`config.mk`:
```
export PLATFORM = sky130hd
export DESIGN_NAME = regfile_8x8
export DESIGN_NICKNAME = d
export VERILOG_FILES = /design/src/rtl/regfile_8x8.sv
export SDC_FILE = /design/constraint.sdc
export NUM_CORES = 1
export LEC_CHECK = 0
export ABC_AREA = 1
export CORE_MARGIN = 2
export CORE_UTILIZATION = 40
export CTS_BUF_LIST = sky130_fd_sc_hd__clkbuf_8
export CTS_CLUSTER_SIZE = 28
export DETAILED_ROUTE_END_ITERATION = 10
export PLACE_DENSITY = 0.64
export SLEW_MARGIN = 30
export SYNTH_ARGS = -nofsm -noshare
export SYNTH_HDL_FRONTEND = slang
export SYNTH_SLANG_ARGS = --single-unit
```
`constraint.sdc`:
```
create_clock -name clk -period 1.8 [get_ports clk]
set_input_delay 0.36 -clock clk [delete_from_list [all_inputs] [get_ports clk]]
set_output_delay 0.36 -clock clk [all_outputs]
set_load 0.005 [all_outputs]
```
`src/rtl/regfile_8x8.sv`:
```
// 8x8 register file: one synchronous write port, two combinational read ports.
// Optional macro REGFILE_WRITE_BYPASS_EN forwards same-cycle write data to matching read ports.
module regfile_8x8 #(
  parameter int DATA_W = 8,
  parameter int DEPTH  = 8,
  parameter int ADDR_W = 3
) (
  input  logic              clk,
  input  logic              rst,
  input  logic              we,
  input  logic [ADDR_W-1:0] waddr,
  input  logic [DATA_W-1:0] wdata,
  input  logic [ADDR_W-1:0] raddr1,
  input  logic [ADDR_W-1:0] raddr2,
  output logic [DATA_W-1:0] rdata1,
  output logic [DATA_W-1:0] rdata2
);

  logic [DATA_W-1:0] mem [DEPTH];
  logic [DATA_W-1:0] stored1;
  logic [DATA_W-1:0] stored2;

  always_ff @(posedge clk or negedge rst) begin
    if (!rst) begin
      for (int i = 0; i < DEPTH; i++) begin
        mem[i] <= '0;
      end
    end else if (we) begin
      mem[waddr] <= wdata;
    end
  end

  // Storage is already cleared while rst is low; gating keeps outputs at zero explicitly.
  assign stored1 = rst ? mem[raddr1] : '0;
  assign stored2 = rst ? mem[raddr2] : '0;

`ifdef REGFILE_WRITE_BYPASS_EN
  assign rdata1 = (rst && we && (raddr1 == waddr)) ? wdata : stored1;
  assign rdata2 = (rst && we && (raddr2 == waddr)) ? wdata : stored2;
`else
  assign rdata1 = stored1;
  assign rdata2 = stored2;
`endif

endmodule

```
**Yosys cells after proc, flatten, opt, wreduce, memory -nomap -nowiden**

Index checks and enable logic that the tools add are counted.

- Register bits: 64
- Output and inout port bits: 16
- Logic and storage cells: 27

- Order comparisons: 4
- Multiplexer cells: 11
- Bitwise operators: 3
- Reductions and logical operators: 1

Operators by type and width:

| cell | count |
|---|---|
| 64-bit bitwise mux | 1 |
| 8-bit two-way mux | 7 |
| 8-bit binary-select mux with 3-bit select | 2 |
| 8-bit demux with 3-bit select | 1 |
| 4-bit greater-or-equal comparator (second input constant) | 3 |
| 3-bit inverter with 4-bit output | 3 |
| 4-bit by 1-bit less-than comparator with 1-bit output (second input constant) | 1 |
| 1-bit logical AND | 1 |

**Longest topological paths before layout**

Gate-level depths: netlist of the first run.

- Word-level depth: 6
- Depth in mapped cells: 8
- Mapped depth without buffers: 6

**Worst setup path after synthesis of the first run**

Ideal clock, no wire load.

- Kind: input-to-output
- From: input port raddr2[1]
- To: output port rdata2[5]
- Arrival time: 1095 ps
- Data required time: 1440 ps
- Slack: 345 ps
- Stages on the path: 7
- Path buffers: 2
- Cells stage by stage: buf_2 > inv_1 > buf_4 > nand3_1 > nand3_1 > nand2_1 > nor2_1

- Word-level cells in the longest chain between the ends: 5

Ends and longest elaborated chain:

| item | line | text |
|---|---|---|
| start: declaration | 14 | `input logic [ADDR_W-1:0] raddr2,` |
| 3-bit inverter with 4-bit output (not written as such) | 35 | `assign stored2 = rst ? mem[raddr2] : '0;` |
| 8-bit binary-select mux with 3-bit select | 35 |  |
| 8-bit two-way mux (not written as such) (2 in a row) | 35 |  |
| 8-bit two-way mux | 35 |  |
| end: declaration | 16 | `output logic [DATA_W-1:0] rdata2` |

Every way passes these cells. The select of a mux whose other input is x is not followed.

**Worst setup path in the final report of the first run**

- From: register mem[35] in the netlist's numbering
- To: output port rdata2[3]

- Word-level cells in the longest chain between the ends: 4

Ends and longest elaborated chain:

| item | line | text |
|---|---|---|
| start: declaration | 19 | `logic [DATA_W-1:0] mem [DEPTH];` |
| start signal: indexed assignment | 29 | `mem[waddr] <= wdata;` |
| 8-bit binary-select mux with 3-bit select | 35 |  |
| 8-bit two-way mux (not written as such) (2 in a row) | 35 |  |
| 8-bit two-way mux | 35 |  |

Every way passes these cells. The select of a mux whose other input is x is not followed.

==> results.cfg, run 1 <==
[run_status]
outcome = completed

[logic_synthesis]
yosysUniqueCellTypes = 12
synth.mux.area_fraction_pct = 0
synthAdderAreaFrac_pct = 0
postSynthCellCount = 591
synth-compound-area-share_pct = 8.341
synth_top_family_by_area = simple AND/OR/NAND/NOR gates
synth_xor_xnor_area_share_pct = 0
synth_seq_cells = 64
avgSynthCellArea_um2 = 6.497
synth_seq_area_share_pct = 41.71
syn_nets = 611
synth_warnings = 0
syn_area_um2 = 3840
synthSimpleGateAreaFrac_pct = 37.15

[final_layout]
antenna_cells = 0
final_common_cell = nand2_1
final_cell_mix = 230 x nand2_1, 80 x nand3_1, 64 x o21ai_0, 64 x dfrtp_1, 62 x inv_1
drive_above_1_share_pct = 18.58
largest_register = mem
top_regs = mem (64)
finalNetCount = 679
area_growth_pct = 29.06
largest_register_ff_count = 64
nFillCells = 925

[routing]
firstDrtPassIters = 5
ant_nets = 0
viasPerCell = 5.059
drt-total-wl_um = 12270
drtIter0Drc = 267
drc = 0
wl_per_cell_um = 15.52
vias = 4002

[job]
cap_violations = 0

[cts]
clk_pin_slew_worst_paths_ns = 0.07
htreeDepth = 3
cts_buffers = 9
cts_sinks = 64
clockBufferDepth = 2
clockRootBuffer = clkbuf_8
cts_tree = built
clk_latency_ns = 0.34

[worst_hold_path]
hold_path.class = primary input to asynchronous set/reset pin

[die]
die_height_um = 102.0
io_pins = 36
dieArea_um2 = 10400
coreArea_um2 = 9284
start_util_pct = 41.36
die_w_um = 102.0
core.rowCount = 35

[placed_design]
port_buffers = 35
hpwl_um = 7927
place_ws_ns = -0.6410
place_congestion = 0.8954

[power_and_ir_drop]
leakagePower_nw = 2.680
power.density_nw_per_um2 = 850.1
worst_ir_drop_vdd_mv = 0.3998
finalPower_mw = 4.213

[setup_path]
crit_required_ns = 1.44
r2r_start = mem[37]
critPathLaunchType = flop
crit_arrival_ns = 1.38
rr_endpoint = mem[37]
rr_worst_depth = 4
crit_type = flop to output pin
crit_path_end = rdata2[3]
crit_start = mem[35]
cp_max_fo = 2
end_kind = output pin
reg2reg_slack_ns = 0.94

[sta]
finalHoldViolations = 0
worst_slack_ns = 0.06334
drv_slew = 0
max_slew_margin_pct = 73.68
timing.final.crit_share_pct = 96.48
rsz0062_at_grt = no
period_minus_slack_ns = 1.737
finalClockSkew_ns = 0
setup_violations = 0
fmax_ghz = 0.5758
max_slew.worst_pin.slew_ns = 0.3935

[grt]
grt_pass1_wl_um = 19670
overflow = 0
grt_pass1_vias = 3861
grt.total_usage_pct = 25.03
grt_max_degree = 25
antenna_found_initial = 0
-- metal layers --
metal  track usage (%)  vias to the layer above  wire [µm]
met1             33.43                     1801       5335
met3             3.830                       29        988
li1                  -                     1960          -
met4             9.641                        0        318
met5                 0                        -          0
met2             41.09                      212       5631
-- how the worst min path moves through the flow --
| stage | from | endpoint | slack (ns) | depth (start not counted) |
|---|---|---|---|---|
| 2_1_floorplan | rst | mem[0] | 0.06 | 0 |
| 3_3_place_gp | rst | mem[6] | 0.33 | 2 |
| 6_report | rst | mem[8] | 0.11 | 3 |
| 5_1_grt | rst | mem[24] | 0.12 | 3 |
| 3_5_place_dp | rst | mem[6] | 0.33 | 2 |
| 4_1_cts | rst | mem[19] | 0.11 | 3 |
-- timing repair --
action,CTS,global route
setup buffers,1,10
gates resized for setup,63,49
endpoints found under the setup margin,16,15
pin swaps,4,13
hold buffers,3,0
hold endpoints to repair,10,0
gates cloned,5,0
-- power breakdown --
part	leakage, nW	switching, mW	total (mW)	internal [mW]
Clock	0.0814	0.578	1.09	0.515
Combinational	1.80	0.723	1.26	0.542
Sequential	0.802	0.146	1.86	1.71
-- area by class of cell --
type	count	area (µm²)	share of cell area, %
inverter	80	305.3	6.160
sequential	64	1602	32.32
timing repair buffer	91	942.2	19.01
clock inverter	4	23.77	0.4797
multi-input combinational	413	1784	36.00
tap	129	161.4	3.257
clock buffer	10	137.6	2.777
-- worst max-delay path, stage by stage (launching register included) --
cell     delay [ns]
dfrtp_1        0.39
inv_2          0.07
nand2_1        0.04
nand3_1        0.10
nand2_1        0.09
nor2_2         0.15
nor2_2         0.06
buf_2          0.12
-- cells in the mapped netlist, drive strengths merged --
cell / n / share of area, %
nor3: 1 / 0.42
buf: 23 / 3.9
o21ai: 64 / 8.3
nand2: 231 / 23
nor2: 36 / 3.6
dfrtp: 64 / 42
nand3: 81 / 11
inv: 80 / 7.8
clkbuf: 11 / 1.1
-- through the flow --
step,area (µm²),std cells,setup TNS [ns],hold WS (ns),utilization (%)
floorplan,3840,591,0,0.06441,-
global placement,4586,758,-9.527,0.3321,49.39
detailed placement,4586,758,-9.704,0.3302,49.39
CTS,4930,781,0,0.1070,53.10
global route,4956,791,0,0.1161,53.38
finish,4956,791,0,0.1108,53.38
-- cell families (layout without fill, tap and decap cells) --
family	count (synthesis)	count (layout)
buffers and inverters	114	185
DFF	64	64
and+or+nand+nor	349	349
AOI/OAI and AO/OA	64	64
Note: power is estimated with default switching activity, not from simulation.
==> run 2, diff against run 1 <==
Settings changed: TNS_END_PERCENT set to 1.
==> run 2 against run 1 <==
The run now ends with setup timing left. Sequential power is essentially flat. Via count down 0.42%. Largest cell class unchanged. Register-to-register slack better by 0.11 ns. Critical path depth is the same.
==> results.cfg, run 2 (synthesis gave the netlist of run 1 again) <==
[sta]
setup_violations = 1
worst_slack_ns = -0.006720
drv_slew = 0
max_slew_margin_pct = 73.30
rsz0062_at_grt = yes
setup_tns_ns = -0.006720
fmax_ghz = 0.5535
max_slew.worst_pin.slew_ns = 0.3992
finalHoldViolations = 0
period_minus_slack_ns = 1.807
finalClockSkew_ns = 0
timing.final.crit_share_pct = 100.4

[setup_path]
end_kind = output pin
crit_arrival_ns = 1.45
crit_required_ns = 1.44
critPathLaunchType = flop
cp_max_fo = 2
crit_type = flop to output pin

[routing]
drtIter0Drc = 220
firstDrtPassIters = 7
ant_nets = 0
wl_per_cell_um = 15.56
viasPerCell = 5.083
vias = 3985
drt-total-wl_um = 12200
drc = 0

[power_and_ir_drop]
p_seq_share_pct = 44.4
power.density_nw_per_um2 = 845.7
finalPower_mw = 4.169
leakagePower_nw = 2.655
swShare_pct = 34.37
cellInternalPower_mw = 2.736
pwr-share-comb_pct = 29.3
worst_ir_drop_vdd_mv = 0.3990
p_sw_mw = 1.433
clkPwrFrac_pct = 26.2

[grt]
grt_pass1_wl_um = 19640
grt_pass1_vias = 3854
overflow = 0
grt_max_degree = 25
grt.total_usage_pct = 25.00
antenna_found_initial = 0

[final_layout]
fin_util_pct = 53.10
finalNetCount = 672
largest_register_ff_count = 64
top_regs = mem (64)
final_common_cell = nand2_1
largest_register = mem
drive_above_1_share_pct = 16.03
final_cell_mix = 230 x nand2_1, 80 x nand3_1, 66 x inv_1, 64 x o21ai_0, 64 x dfrtp_1
fin_area_um2 = 4930
antenna_cells = 0
area_growth_pct = 28.38

[die]
start_util_pct = 41.36
dieArea_um2 = 10400
core.rowCount = 35
coreArea_um2 = 9284
io_pins = 36
die_height_um = 102.0
die_w_um = 102.0

[cts]
cts_buffers = 9
cts_sinks = 64
clk_latency_ns = 0.34
htreeDepth = 3
clockRootBuffer = clkbuf_8
cts_tree = built
clockBufferDepth = 2
clk_pin_slew_worst_paths_ns = 0.07

[placed_design]
port_buffers = 35
placedInstanceArea_um2 = 4586
place_congestion = 0.8954
hpwl_um = 7927

[run_status]
violations = setup timing
outcome = finished, violations left

[job]
cap_violations = 0

[worst_hold_path]
hold_path.class = primary input to asynchronous set/reset pin
==> run 2: repair_timing <==
item,CTS,global route
pin swaps,3,6
endpoints found under the hold margin,10,0
gates cloned,5,0
hold buffers,3,0
endpoints found under the setup margin,16,15
buffers inserted,0,4
gates resized for setup,60,35
==> run 2: area by class of cell <==
class / count / area [µm²]
clock buffers: 10 / 137.6
flip-flops and latches: 64 / 1602
fillers: 928 / 4354
multi-input cells: 413 / 1782
repair buffers: 84 / 918.4
inverters: 80 / 305.3
clock inverters: 4 / 23.77
well taps: 129 / 161.4
==> run 2: critical path, stage by stage, from the launching register on <==
cell             delay (ns)
dfrtp_1                0.39
inv_1                  0.08
nand2_1                0.05
nand3_1                0.10
nand2_1                0.09
nor2_2                 0.12
nor2_2                 0.06
clkdlybuf4s15_2        0.21
==> run 2: routing by layer <==
metal	vias to the layer above	track usage (%)	part of all wire, %	routed length (µm)
li1	1944	-	-	-
met1	1818	33.43	44	5391
met2	200	40.99	46	5601
met3	23	3.830	7.5	919
met4	0	9.641	2.4	290
met5	-	0	0	0
==> run 2: final timing paths <==
kind                             end  slack (ns)  cells after the start  startpoint
max in group asynchronous    mem[23]        0.82                      3         rst
min in group clk             mem[42]        0.49                      2     mem[42]
hold reg to reg              mem[42]        0.49                      2     mem[42]
setup / recovery           rdata2[3]      -0.007                      7     mem[35]
hold / removal                mem[0]        0.11                      3         rst
setup reg to reg             mem[53]        1.05                      3     mem[53]
==> run 2: through the flow <==
| step | hold slack [ns] | setup slack, ns | cells |
|---|---|---|---|
| floorplan | 0.06441 | 0.3453 | 591 |
| global placement | 0.3321 | -0.6455 | 758 |
| detailed placement | 0.3302 | -0.6410 | 758 |
| CTS | 0.1070 | -0.01067 | 780 |
| global route | 0.1161 | -0.06889 | 784 |
| finish | 0.1133 | -0.006720 | 784 |
==> run 2: power groups by stage <==
stage / combinational [mW] / sequential (mW) / clock, mW
final: 1.22 / 1.85 / 1.09
after global routing: 1.39 / 1.89 / 1.18
after CTS: 1.18 / 1.84 / 1.11
after detailed placement: 1.14 / 1.87 / 0
after global placement: 1.12 / 1.86 / 0
after floorplan: 0.745 / 1.83 / 0
==> run 3, diff against run 2 <==
Settings changed: ABC_AREA 1 to unset.
==> run 3 against run 2 <==
The flow still finishes with violations (setup timing). Critical endpoint is now rdata1[6]. Synthesized cell count shrank 63%. Clock skew did not move. Wire length shrank 31%. Combinational power about the same. Sequential share of layout area grew 2.1 points. Via count decreased by 43%. Highest routed layer unchanged. Largest cell class unchanged. Clock power increased by 38%. Total power increased by 13%.
==> results.cfg, run 3 <==
[run_status]
outcome = finished, violations left
violations = setup timing

[placed_design]
hpwl_um = 5364
dp_cells = 372
place_congestion = 0.7509
port_buffers = 35

[final_layout]
top_regs = mem (64)
final-instance-count-excl-fill = 409
fin_util_pct = 53.10
antenna_cells = 0
largest_register_ff_count = 64
area_growth_pct = 29.32
drive_above_1_share_pct = 60.80
final_cell_mix = 64 x mux2_2, 64 x dfrtp_1, 30 x mux4_2, 25 x buf_4, 16 x nor2_1
finalNetCount = 316
largest_register = mem

[sta]
max_slew.worst_pin.slew_ns = 0.8119
fmax_ghz = 0.5017
timing.final.crit_share_pct = 110.7
finalClockSkew_ns = 0
worst_slack_ns = -0.1934
rsz0062_at_grt = yes
drv_slew = 0
max_slew_margin_pct = 45.88
period_minus_slack_ns = 1.993
finalHoldViolations = 0
setup_violations = 16

[logic_synthesis]
synth_warnings = 0
synth_top_family_by_area = multiplexers
synth_seq_cells = 64
synth_async_sr_flop_share_pct = 100.0
synthFlopType = dfrtp_1
synth_xor_xnor_area_share_pct = 0
ys_top_cells_by_area = dfrtp_1 45%, mux2_2 20%, mux4_1 20%
postSynthCellCount = 218
yosysUniqueCellTypes = 19
synth_edf_count = 0
synth.mux.area_fraction_pct = 47.55
synth-compound-area-share_pct = 0
avgSynthCellArea_um2 = 16.43
syn_nets = 238
syn_area_um2 = 3581
synthAdderAreaFrac_pct = 0
synth_top_area_share_pct = 44.72
synthSimpleGateAreaFrac_pct = 4.857
synth_seq_area_share_pct = 44.72
synth_top_cell_by_area = dfrtp_1
ys_top_cells_by_count = 64 x dfrtp_1, 64 x mux2_2, 27 x mux4_1

[die]
die_w_um = 98.62
coreArea_um2 = 8721
io_pins = 36
start_util_pct = 41.06
dieArea_um2 = 9725
die_height_um = 98.62
core.rowCount = 34

[setup_path]
crit_required_ns = 1.44
cp_max_fo = 2
crit_type = flop to output pin
crit_arrival_ns = 1.63
end_kind = output pin
critPathLaunchType = flop

[grt]
grt_max_degree = 65
grt_pass1_wl_um = 13230
antenna_found_initial = 0
grt_pass1_vias = 2277
overflow = 0
grt.total_usage_pct = 18.32

[job]
cap_violations = 0

[routing]
drt-total-wl_um = 8384
ant_nets = 0
drc = 0
wl_per_cell_um = 20.50
firstDrtPassIters = 4
drtIter0Drc = 92
viasPerCell = 5.526
vias = 2260

[cts]
htreeDepth = 3
clockBufferDepth = 2
clockRootBuffer = clkbuf_8
clk_latency_ns = 0.32
cts_tree = built
cts_sinks = 64
clk_pin_slew_worst_paths_ns = 0.07
ctsHoldBuffers = 0
cts_buffers = 9

[power_and_ir_drop]
worst_ir_drop_vdd_mv = 0.4527
finalPower_mw = 4.712
leakagePower_nw = 2.016
power.density_nw_per_um2 = 1018

[worst_hold_path]
hold_path.class = primary input to asynchronous set/reset pin
run 3: cell types whose count changed after synthesis, moves of 5 or more:
cell      delta
nand2_1    -230
nand3_1     -81
inv_1       -79
mux2_2      +64
o21ai_0     -64
mux4_1      +27
nor2_1      -19
mux2i_1     +16
buf_2        -9
clkbuf_1     -8
mux4_2       +5
run 3: critical path: stages (launching register included):
cell and delay (ns):
dfrtp_1 0.38, buf_4 0.13, mux4_2 0.47, mux2i_1 0.15, nor2_1 0.05, buf_2 0.12
run 3: kinds of logic after synthesis:
kind of cell           Yosys count
muxes                          112
DFF                             64
and+or+nand+nor                 26
buffers and inverters           16
run 3: routing by layer:
layer,GRT usage [%],part of all wire [%]
met2,30.35,52
met1,25.04,44
met3,2.979,3.0
met5,0,0
met4,5.690,1.1
run 3: power breakdown:
part           internal (mW)  leakage, nW  switching [mW]  total, mW
clock network          0.953        0.128           0.546       1.50
registers               1.76        0.768           0.235       1.99
logic                  0.817         1.12           0.404       1.22
run 3: final timing paths:
kind	slack, ns	start	cells past startpoint	to
hold / removal	0.23	rst	2	mem[29]
min in group clk	0.52	mem[7]	1	mem[7]
setup / recovery	-0.19	mem[6]	5	rdata1[6]
hold reg to reg	0.52	mem[7]	1	mem[7]
setup reg to reg	0.90	mem[34]	2	mem[34]
max in group asynchronous	1.05	rst	2	mem[36]
run 3: final cells by class:
class | count | area (µm²)
multi-input combinational | 138 | 1790
timing repair buffer | 82 | 854.6
clock buffer | 10 | 137.6
sequential | 64 | 1602
fill | 740 | 4090
inverter | 1 | 3.754
tap | 108 | 135.1
clock inverter | 6 | 107.6
run 3: repair_timing:
action,4_1_cts,5_1_grt
gates cloned,2,0
hold endpoints to repair,0,0
setup buffers,19,0
endpoints found under the setup margin,16,16
pin swaps,6,5
resized for setup,102,10
run 3: stage by stage:
stage	worst slack, ns	hold slack (ns)	cell area (µm²)	TNS, ns
floorplan	0.09116	0.06441	3581	0
global placement	-0.9044	0.4936	4295	-16.03
detailed placement	-0.9185	0.5011	4295	-17.75
CTS	-0.1996	0.2603	4662	-2.791
global route	-0.2976	0.3114	4631	-3.090
finish	-0.1934	0.2299	4631	-1.879
